### src/rtl/return_address_stack_pkg.sv
// Shared PC-path definitions: PC source select codes, default return stack depth and link offset.
// Also holds the per-edge operation codes used by the return address stack.
package return_address_stack_pkg;

    typedef enum logic [1:0] {
        PC_SRC_DFT = 2'b00,
        PC_SRC_RA  = 2'b01,
        PC_SRC_BTA = 2'b10,
        PC_SRC_JMP = 2'b11
    } pc_src_e;

    localparam int unsigned RAS_DEPTH = 16;
    localparam logic [31:0] LINK_OFFSET = 32'd4;

    // Resolved stack operation for one clock edge.
    typedef enum logic [2:0] {
        RAS_OP_HOLD    = 3'd0,
        RAS_OP_PUSH    = 3'd1,
        RAS_OP_POP     = 3'd2,
        RAS_OP_REPLACE = 3'd3,
        RAS_OP_DROP    = 3'd4
    } ras_op_e;

endpackage

### src/rtl/return_address_stack.sv
// Hardware call/return stack feeding ReturnAddress to the PC register stage.
// Top of stack is held in a register so the output path never goes through the entry array.
module return_address_stack
    import return_address_stack_pkg::*;
#(
    parameter int unsigned DEPTH  = RAS_DEPTH,
    parameter int unsigned ADDR_W = 32,
    parameter int unsigned CNT_W  = $clog2(DEPTH) + 1
) (
    input  logic              clock,
    input  logic              reset,
    input  logic              sig_push,
    input  logic              sig_pop,
    input  logic [ADDR_W-1:0] PC,
    output logic [ADDR_W-1:0] ReturnAddress,
    output logic              stack_empty,
    output logic              stack_full,
    output logic [CNT_W-1:0]  occupancy,
    output logic              overflow_err,
    output logic              underflow_err
);

    localparam int unsigned IDX_W = $clog2(DEPTH);

    logic [ADDR_W-1:0] mem [DEPTH];
    logic [ADDR_W-1:0] top_q;
    logic [CNT_W-1:0]  sp_q;
    logic              overflow_q;
    logic              underflow_q;

    logic [ADDR_W-1:0] link_addr;
    logic [IDX_W-1:0]  sp_lo;
    logic [IDX_W-1:0]  wr_idx;
    logic [IDX_W-1:0]  rd_idx;
    logic              is_empty;
    logic              is_full;
    logic              wr_en;
    logic              set_overflow;
    logic              set_underflow;
    ras_op_e           op;

    assign link_addr = PC + ADDR_W'(LINK_OFFSET);
    assign is_empty  = (sp_q == '0);
    assign is_full   = (sp_q == CNT_W'(DEPTH));
    // Low pointer bits index modulo DEPTH, so sp-1 and sp-2 stay correct when sp == DEPTH.
    assign sp_lo     = sp_q[IDX_W-1:0];
    assign rd_idx    = sp_lo - IDX_W'(2);

    always_comb begin
        op            = RAS_OP_HOLD;
        set_overflow  = 1'b0;
        set_underflow = 1'b0;
        wr_en         = 1'b0;
        wr_idx        = sp_lo;
        if (sig_push && sig_pop) begin
            if (is_empty) begin
                op            = RAS_OP_PUSH;
                set_underflow = 1'b1;
                wr_en         = 1'b1;
            end else begin
                op     = RAS_OP_REPLACE;
                wr_en  = 1'b1;
                wr_idx = sp_lo - IDX_W'(1);
            end
        end else if (sig_push) begin
            if (is_full) begin
                op           = RAS_OP_DROP;
                set_overflow = 1'b1;
            end else begin
                op    = RAS_OP_PUSH;
                wr_en = 1'b1;
            end
        end else if (sig_pop) begin
            if (is_empty) begin
                set_underflow = 1'b1;
            end else begin
                op = RAS_OP_POP;
            end
        end
    end

    always_ff @(posedge clock) begin
        if (reset) begin
            sp_q        <= '0;
            top_q       <= '0;
            overflow_q  <= 1'b0;
            underflow_q <= 1'b0;
        end else begin
            unique case (op)
                RAS_OP_PUSH: begin
                    sp_q  <= sp_q + CNT_W'(1);
                    top_q <= link_addr;
                end
                RAS_OP_REPLACE: top_q <= link_addr;
                RAS_OP_POP: begin
                    sp_q  <= sp_q - CNT_W'(1);
                    top_q <= (sp_q >= CNT_W'(2)) ? mem[rd_idx] : '0;
                end
                default: ;
            endcase
            if (set_overflow) overflow_q <= 1'b1;
            if (set_underflow) underflow_q <= 1'b1;
        end
    end

    // Entry array is deliberately not reset; reset still blocks a same-cycle write.
    always_ff @(posedge clock) begin
        if (!reset && wr_en) begin
            mem[wr_idx] <= link_addr;
        end
    end

    assign ReturnAddress = top_q;
    assign occupancy     = sp_q;
    assign stack_empty   = is_empty;
    assign stack_full    = is_full;
    assign overflow_err  = overflow_q;
    assign underflow_err = underflow_q;

endmodule
### config.mk
export PLATFORM = sky130hd
export DESIGN_NAME = return_address_stack
export DESIGN_NICKNAME = d
export VERILOG_FILES = /design/src/rtl/return_address_stack_pkg.sv /design/src/rtl/return_address_stack.sv
export SDC_FILE = /design/constraint.sdc
export NUM_CORES = 1
export LEC_CHECK = 0
export BUFFER_PORTS_ARGS = -buffer_cell sky130_fd_sc_hd__buf_4
export CORE_ASPECT_RATIO = 1.5
export CORE_MARGIN = 5
export CORE_UTILIZATION = 38
export CTS_BUF_LIST = sky130_fd_sc_hd__clkbuf_8
export CTS_CLUSTER_SIZE = 24
export DETAILED_ROUTE_END_ITERATION = 8
export GPL_ROUTABILITY_DRIVEN = 0
export SETUP_SLACK_MARGIN = 0.3
export SLEW_MARGIN = 20
export SYNTH_ARGS = -nofsm -noshare
export SYNTH_HDL_FRONTEND = slang
export SYNTH_SLANG_ARGS = --single-unit
### constraint.sdc
create_clock -name clock -period 7.6 [get_ports clock]
set_input_delay 0.38 -clock clock [delete_from_list [all_inputs] [get_ports clock]]
set_output_delay 0.38 -clock clock [all_outputs]
set_load 0.05 [all_outputs]
# ---- Word-level counts from Yosys, hierarchy flattened
# Memory sizes are Yosys's and may differ from the RTL's.
# Index checks and enable logic that the tools add are counted.
dict set report op_classes {
  n_addsub 5
  n_mul 0
  n_div 0
  magnitude_cmp 1
  n_eq_ne 4
  shift 0
  mux 23
  bitwise_logic 0
  reduce_logical 7
}
# op n
set op_table {}
lappend op_table {{$pmux 32 s2} 1}
lappend op_table {{$add 32x3->32 const B} 1}
lappend op_table {{$mux 32} 1}
lappend op_table {{$mux 1} 12}
lappend op_table {{$pmux 5 s2} 1}
lappend op_table {{$mux 3} 3}
lappend op_table {{$mux 4} 2}
lappend op_table {{$eq 3x2->1 const B} 2}
lappend op_table {{$mux 2} 3}
lappend op_table {{$add 5x1->5 const B} 1}
lappend op_table {{$eq 5x5->1 const B} 1}
lappend op_table {{$ge 5x2->1 const B} 1}
lappend op_table {{$logic_not 5->1} 1}
lappend op_table {{$sub 5x1->5 const B} 1}
lappend op_table {{$reduce_bool 2->1} 2}
lappend op_table {{$sub 4x1->4 const B} 1}
lappend op_table {{$sub 4x2->4 const B} 1}
lappend op_table {{$eq 3x1->1 const B} 1}
lappend op_table {{$logic_and 1x1->1} 2}
lappend op_table {{$reduce_or 2->1} 1}
lappend op_table {{$logic_not 1->1} 1}
dict set report word_totals {
  reg_bits 39
  latchBits 0
  ram_bits 512
  rom_bits 0
  input_bits 36
  output_inout_bits 41
  wordCells 45
  mem_count 1
}
# memory words width read_ports rd_ports_with_merged_regs write_ports line
set mem_list {}
lappend mem_list {mem 16 32 1 0 1 return_address_stack.sv:25} ;# logic [ADDR_W-1:0] mem [DEPTH];

# ---- Logic depth before layout (Yosys ltp)
dict set report logic_depth {
  word_depth 8
  depth_mapped 16
  mapped_depth_nobuf 12
}

# ---- Least setup slack after synthesis
# No wires, ideal clock.
dict set report synth_path {
  path_kind {reg2reg}
  from {register sp_q[1] (netlist: occupancy[1])}
  to {memory mem[12][0] (enable)}
  setup_ns 0.461
  arrival_ns 5.376
  required_time_ns 7.139
  setup_slack_ns 1.763
  path_stages_with_launch 13
  n_path_buf 4
  period_less_slack_ns 5.837
  cell_sequence {dfxtp_1 > buf_2 > buf_2 > inv_1 > buf_1 > ha_1 > or4b_1 > buf_4 > inv_4 > nor2_1 > nor3_4 > o21ai_1 > nor3_1}
}
dict set report synth_via {
  elab_cells_between_ends 11
  cone_classes {add/sub (1); eq/ne (1); mux (7); reduce/logical (2)}
}
# item line
set synth_lines {}
lappend synth_lines {{from (decl)} return_address_stack.sv:27} ;# logic [CNT_W-1:0] sp_q;
lappend synth_lines {{from (signal assigned)} return_address_stack.sv:91} ;# sp_q <= sp_q + CNT_W'(1);
lappend synth_lines {{from (signal assigned)} return_address_stack.sv:96} ;# sp_q <= sp_q - CNT_W'(1);
lappend synth_lines {{$logic_not 5->1} return_address_stack.sv:43} ;# assign is_empty = (sp_q == '0);
lappend synth_lines {{via stack_empty} return_address_stack.sv:16} ;# output logic stack_empty,
lappend synth_lines {{$mux 4} return_address_stack.sv:56} ;# if (is_empty) begin
lappend synth_lines {{$mux 4} return_address_stack.sv:55} ;# if (sig_push && sig_pop) begin
lappend synth_lines {{to (decl)} return_address_stack.sv:25}
# The timed path passes the listed nets, and every way through them passes these cells.

# ---- Worst setup path in the final report
dict set report layout_path {
  from {register sp_q[1] (netlist: occupancy[1])}
  to {memory mem[15][18] (enable)}
}
dict set report layout_via {
  elab_chain_len 7
  elab_cells_between_ends 11
  cone_classes {add/sub (1); eq/ne (1); mux (7); reduce/logical (2)}
}
# item line
set layout_lines {}
lappend layout_lines {{$eq 5x5->1} return_address_stack.sv:44} ;# assign is_full = (sp_q == CNT_W'(DEPTH));
lappend layout_lines {{$mux 1} return_address_stack.sv:66} ;# if (is_full) begin
lappend layout_lines {{$mux 1} return_address_stack.sv:65} ;# end else if (sig_push) begin
lappend layout_lines {{$mux 1} return_address_stack.sv:55}
lappend layout_lines {{$logic_and 1x1->1} return_address_stack.sv:108} ;# if (!reset && wr_en) begin
lappend layout_lines {{$mux 1} return_address_stack.sv:108}
lappend layout_lines {{$mux 1 (not written as such)} return_address_stack.sv:109} ;# mem[wr_idx] <= link_addr;
# Parallel ways exist; a longest one is shown, timed or not.

==> metrics <==
outcome=completed; Area contributors post-synth=edfxtp_1 (69%), mux4_2 (14%), dfxtp_1 (3.5%); Worst Hold End=mem[9][0]$_DFFE_PP_; crit-path max cell delay=approximately 0.7 ns; DP Area=~24000 um2; Synth Register Bits=approximately 550; synthesized cell area=between 20000 and 25000 um2; # IOs=77; Worst Skew=about 0.022 ns; worst-margin pin slew=1.06 ns; Clk pin slew, worst setup/hold paths=about 0.060 ns; slowest CP cell=nor3_2; Syn Area/Cell=between 15 and 20 um2; Comb pwr share=about a third; drt first pass iters=5; TritonCTS clock tree=yes; Max-cap violations=0; Max Clk Rate=slightly above 200 MHz; RSZ-0062 raised after global routing=no; main flop type after synthesis=edfxtp_1; CP endpoint kind=register; Final setup viols=0; share of layout cells above drive strength 1=between 20% and 30%; Synth Net Count=1246; Yosys cell types=60; post-synthesis sequential area ratio=72.6%; most common cell after layout, fill and taps aside=edfxtp_1; hold depth=1; area leader, netlist=edfxtp_1; Gate Count Post-Synth=around 1200; Tcrit/Tclk final=roughly two thirds; clock root cell=clkbuf_8; Iteration-0 DRC Markers=927; critical path type=register to register; post-CTS setup buffer count=0; final hold viol count=0; largest net degree at the start of global routing=55; ys async rst share=0%; flop2flop setup slack=between 2 and 3 ns; leak pwr=slightly above 0.008 uW; hold_ws=0.0719 ns; area share of the largest cell type after synthesis=between 60% and 70%; clk sinks=approximately 550; Core Area=58000 um2; CP Data Arrival Time=5.21 ns; DP Wirelength=between 30000 and 40000 um; initial antenna violation count=1; row cnt=~110; H-tree levels=3; clock buffer depth=3; Via-to-Cell Ratio=around 5.5; R2R depth=9; Area growth syn-to-layout=14.7%; Final Slew Violations=0; worst hold-check path type=input port to register; final core utilization=between 40 and 50%; ANT nets after route=0; Switch Pwr=~3000 uW; EDFF count, synth=512; critical path cell sequence=inv_1 > ha_1 > or4b_1 > inv_4 > nor2_1 > nor3_4 > o21ai_1 > nor3_2 > buf_4; Remaining DRCs=0; YS warnings=0; TritonCTS Buffers=between 80 and 90; worst skew pair latency=between 0.6 and 0.7 ns; clock share of power=around a quarter; nets=1378; number of buffers added on ports=76; Reg power frac=a little over two fifths; Worst setup SP type=register; die width=208 um; detailed-route wire length per cell=26.1 um; maximum VDD drop=between 0.15 and 0.2 mV; vias in the first global route=about 13000; Critical Path RT=7.88 ns; Vias=between 10000 and 15000; setup TNS=0 ns; Crit Path Max Fanout=34; Worst Hold Launch=PC[0]; Pint=roughly 6000 uW; cts hold-fix bufs=0; Die ar.=63600 um2; grt total ovfl=0; GRT Util Overall=17.6%; Final Cell Area=25500 um2; reg2reg start=occupancy[1]$_SDFFE_PP0P_; reg2reg end=mem[15][18]$_DFFE_PP_; minimum clock period=4.93 ns; relative slew slack=between 20% and 30%; first-pass GRT wire length=between 80000 and 90000 um; routed wire length=56600 um; CTS resizes=0; total power=approximately 9000 uW; Starting Density=about 38%; commonest non-fill, non-tap cells in the layout=edfxtp_1 (512), mux4_2 (135), buf_4 (115); sw frac=about 34%; Power Dens Cells=346 nW/um2; die height=306 um
through the flow:
| stage | setup WS, ns | std cells |
|---|---|---|
| after floorplan | 1.76 | 1203 |
| after global placement | 2.82 | 2021 |
| after detailed placement | 2.71 | 2021 |
| after CTS | 2.68 | 2165 |
| after global routing | 2.38 | 2167 |
| final | 2.67 | 2167 |
worst max path at each step:
| stage | start | endpoint | slack (ns) | cells past startpoint |
|---|---|---|---|---|
| after floorplan | occupancy[1]$_SDFFE_PP0P_ | mem[12][0]$_DFFE_PP_ | 1.76 | 12 |
| after detailed placement | occupancy[1]$_SDFFE_PP0P_ | mem[15][29]$_DFFE_PP_ | 2.71 | 9 |
| after global placement | occupancy[0]$_SDFFE_PP0P_ | mem[12][29]$_DFFE_PP_ | 2.82 | 9 |
| final | occupancy[1]$_SDFFE_PP0P_ | mem[15][18]$_DFFE_PP_ | 2.67 | 9 |
| after CTS | occupancy[1]$_SDFFE_PP0P_ | mem[15][6]$_DFFE_PP_ | 2.68 | 9 |
| after global routing | occupancy[1]$_SDFFE_PP0P_ | mem[15][6]$_DFFE_PP_ | 2.38 | 9 |
registers in the layout, summed over array words and instances, names as in the netlist:
name           cells
mem              512
ReturnAddress     32
occupancy          5
overflow_err       1
underflow_err      1
layer usage:
metal	track usage [%]	share of wire, %	wire, um	vias up
li1	-	-	-	5156
met1	20.9	37	21100	6288
met2	31.5	53	29900	449
met3	3.50	6.1	3430	111
met4	7.20	3.8	2130	0
met5	0	0	0	-
final cells by class:
class	count	area (um2)
multi-input cells	565	5920
repair buffers	117	911
inverters	19	73.8
well taps	770	963
diodes	1	2.50
flip-flops and latches	551	16200
clock inverters	59	330
fillers	5005	32400
clock buffers	85	1170
critical path: cells and delay by family, from the launching register on:
family          cells  cell delay [ns]
simple gates        4             1.85
flops               1             0.52
compound gates      1             0.34
buf+inv             3             1.41
fa+ha+maj           1             0.39
cell usage after synthesis (12+ instances only):
| cell | count |
|---|---|
| a21oi_1 | 17 |
| a22oi_1 | 17 |
| a311oi_1 | 13 |
| buf_2 | 30 |
| clkbuf_1 | 29 |
| dfxtp_1 | 39 |
| edfxtp_1 | 512 |
| inv_1 | 17 |
| mux4_2 | 135 |
| nand2_1 | 96 |
| nand3_1 | 27 |
| nand4_1 | 12 |
| nor2_1 | 55 |
| nor3_1 | 22 |
| o21ai_1 | 24 |
| xor2_1 | 13 |
power groups by stage:
stage                     logic (uW)  registers [uW]  clock network [uW]
after floorplan                 1910            3870                   0
after global placement          2890            3780                   0
after detailed placement        2900            3790                   0
after CTS                       2910            3730                2290
after global routing            3090            3750                2440
final                           2880            3720                2230
cell families (layout without fill, tap and decap cells):
family | count (synthesis) | in the layout | share of synthesized area (%)
compound gates | 118 | 118 | 3.68
xor+xnor | 25 | 25 | 1.10
fa+ha+maj | 7 | 7 | 0.393
buf+inv | 87 | 280 | 1.73
flops | 551 | 551 | 72.6
mux | 150 | 150 | 14.4
other cells | 0 | 1 | 0
simple gates | 265 | 265 | 6.17
(Power assumes the default switching activity.)
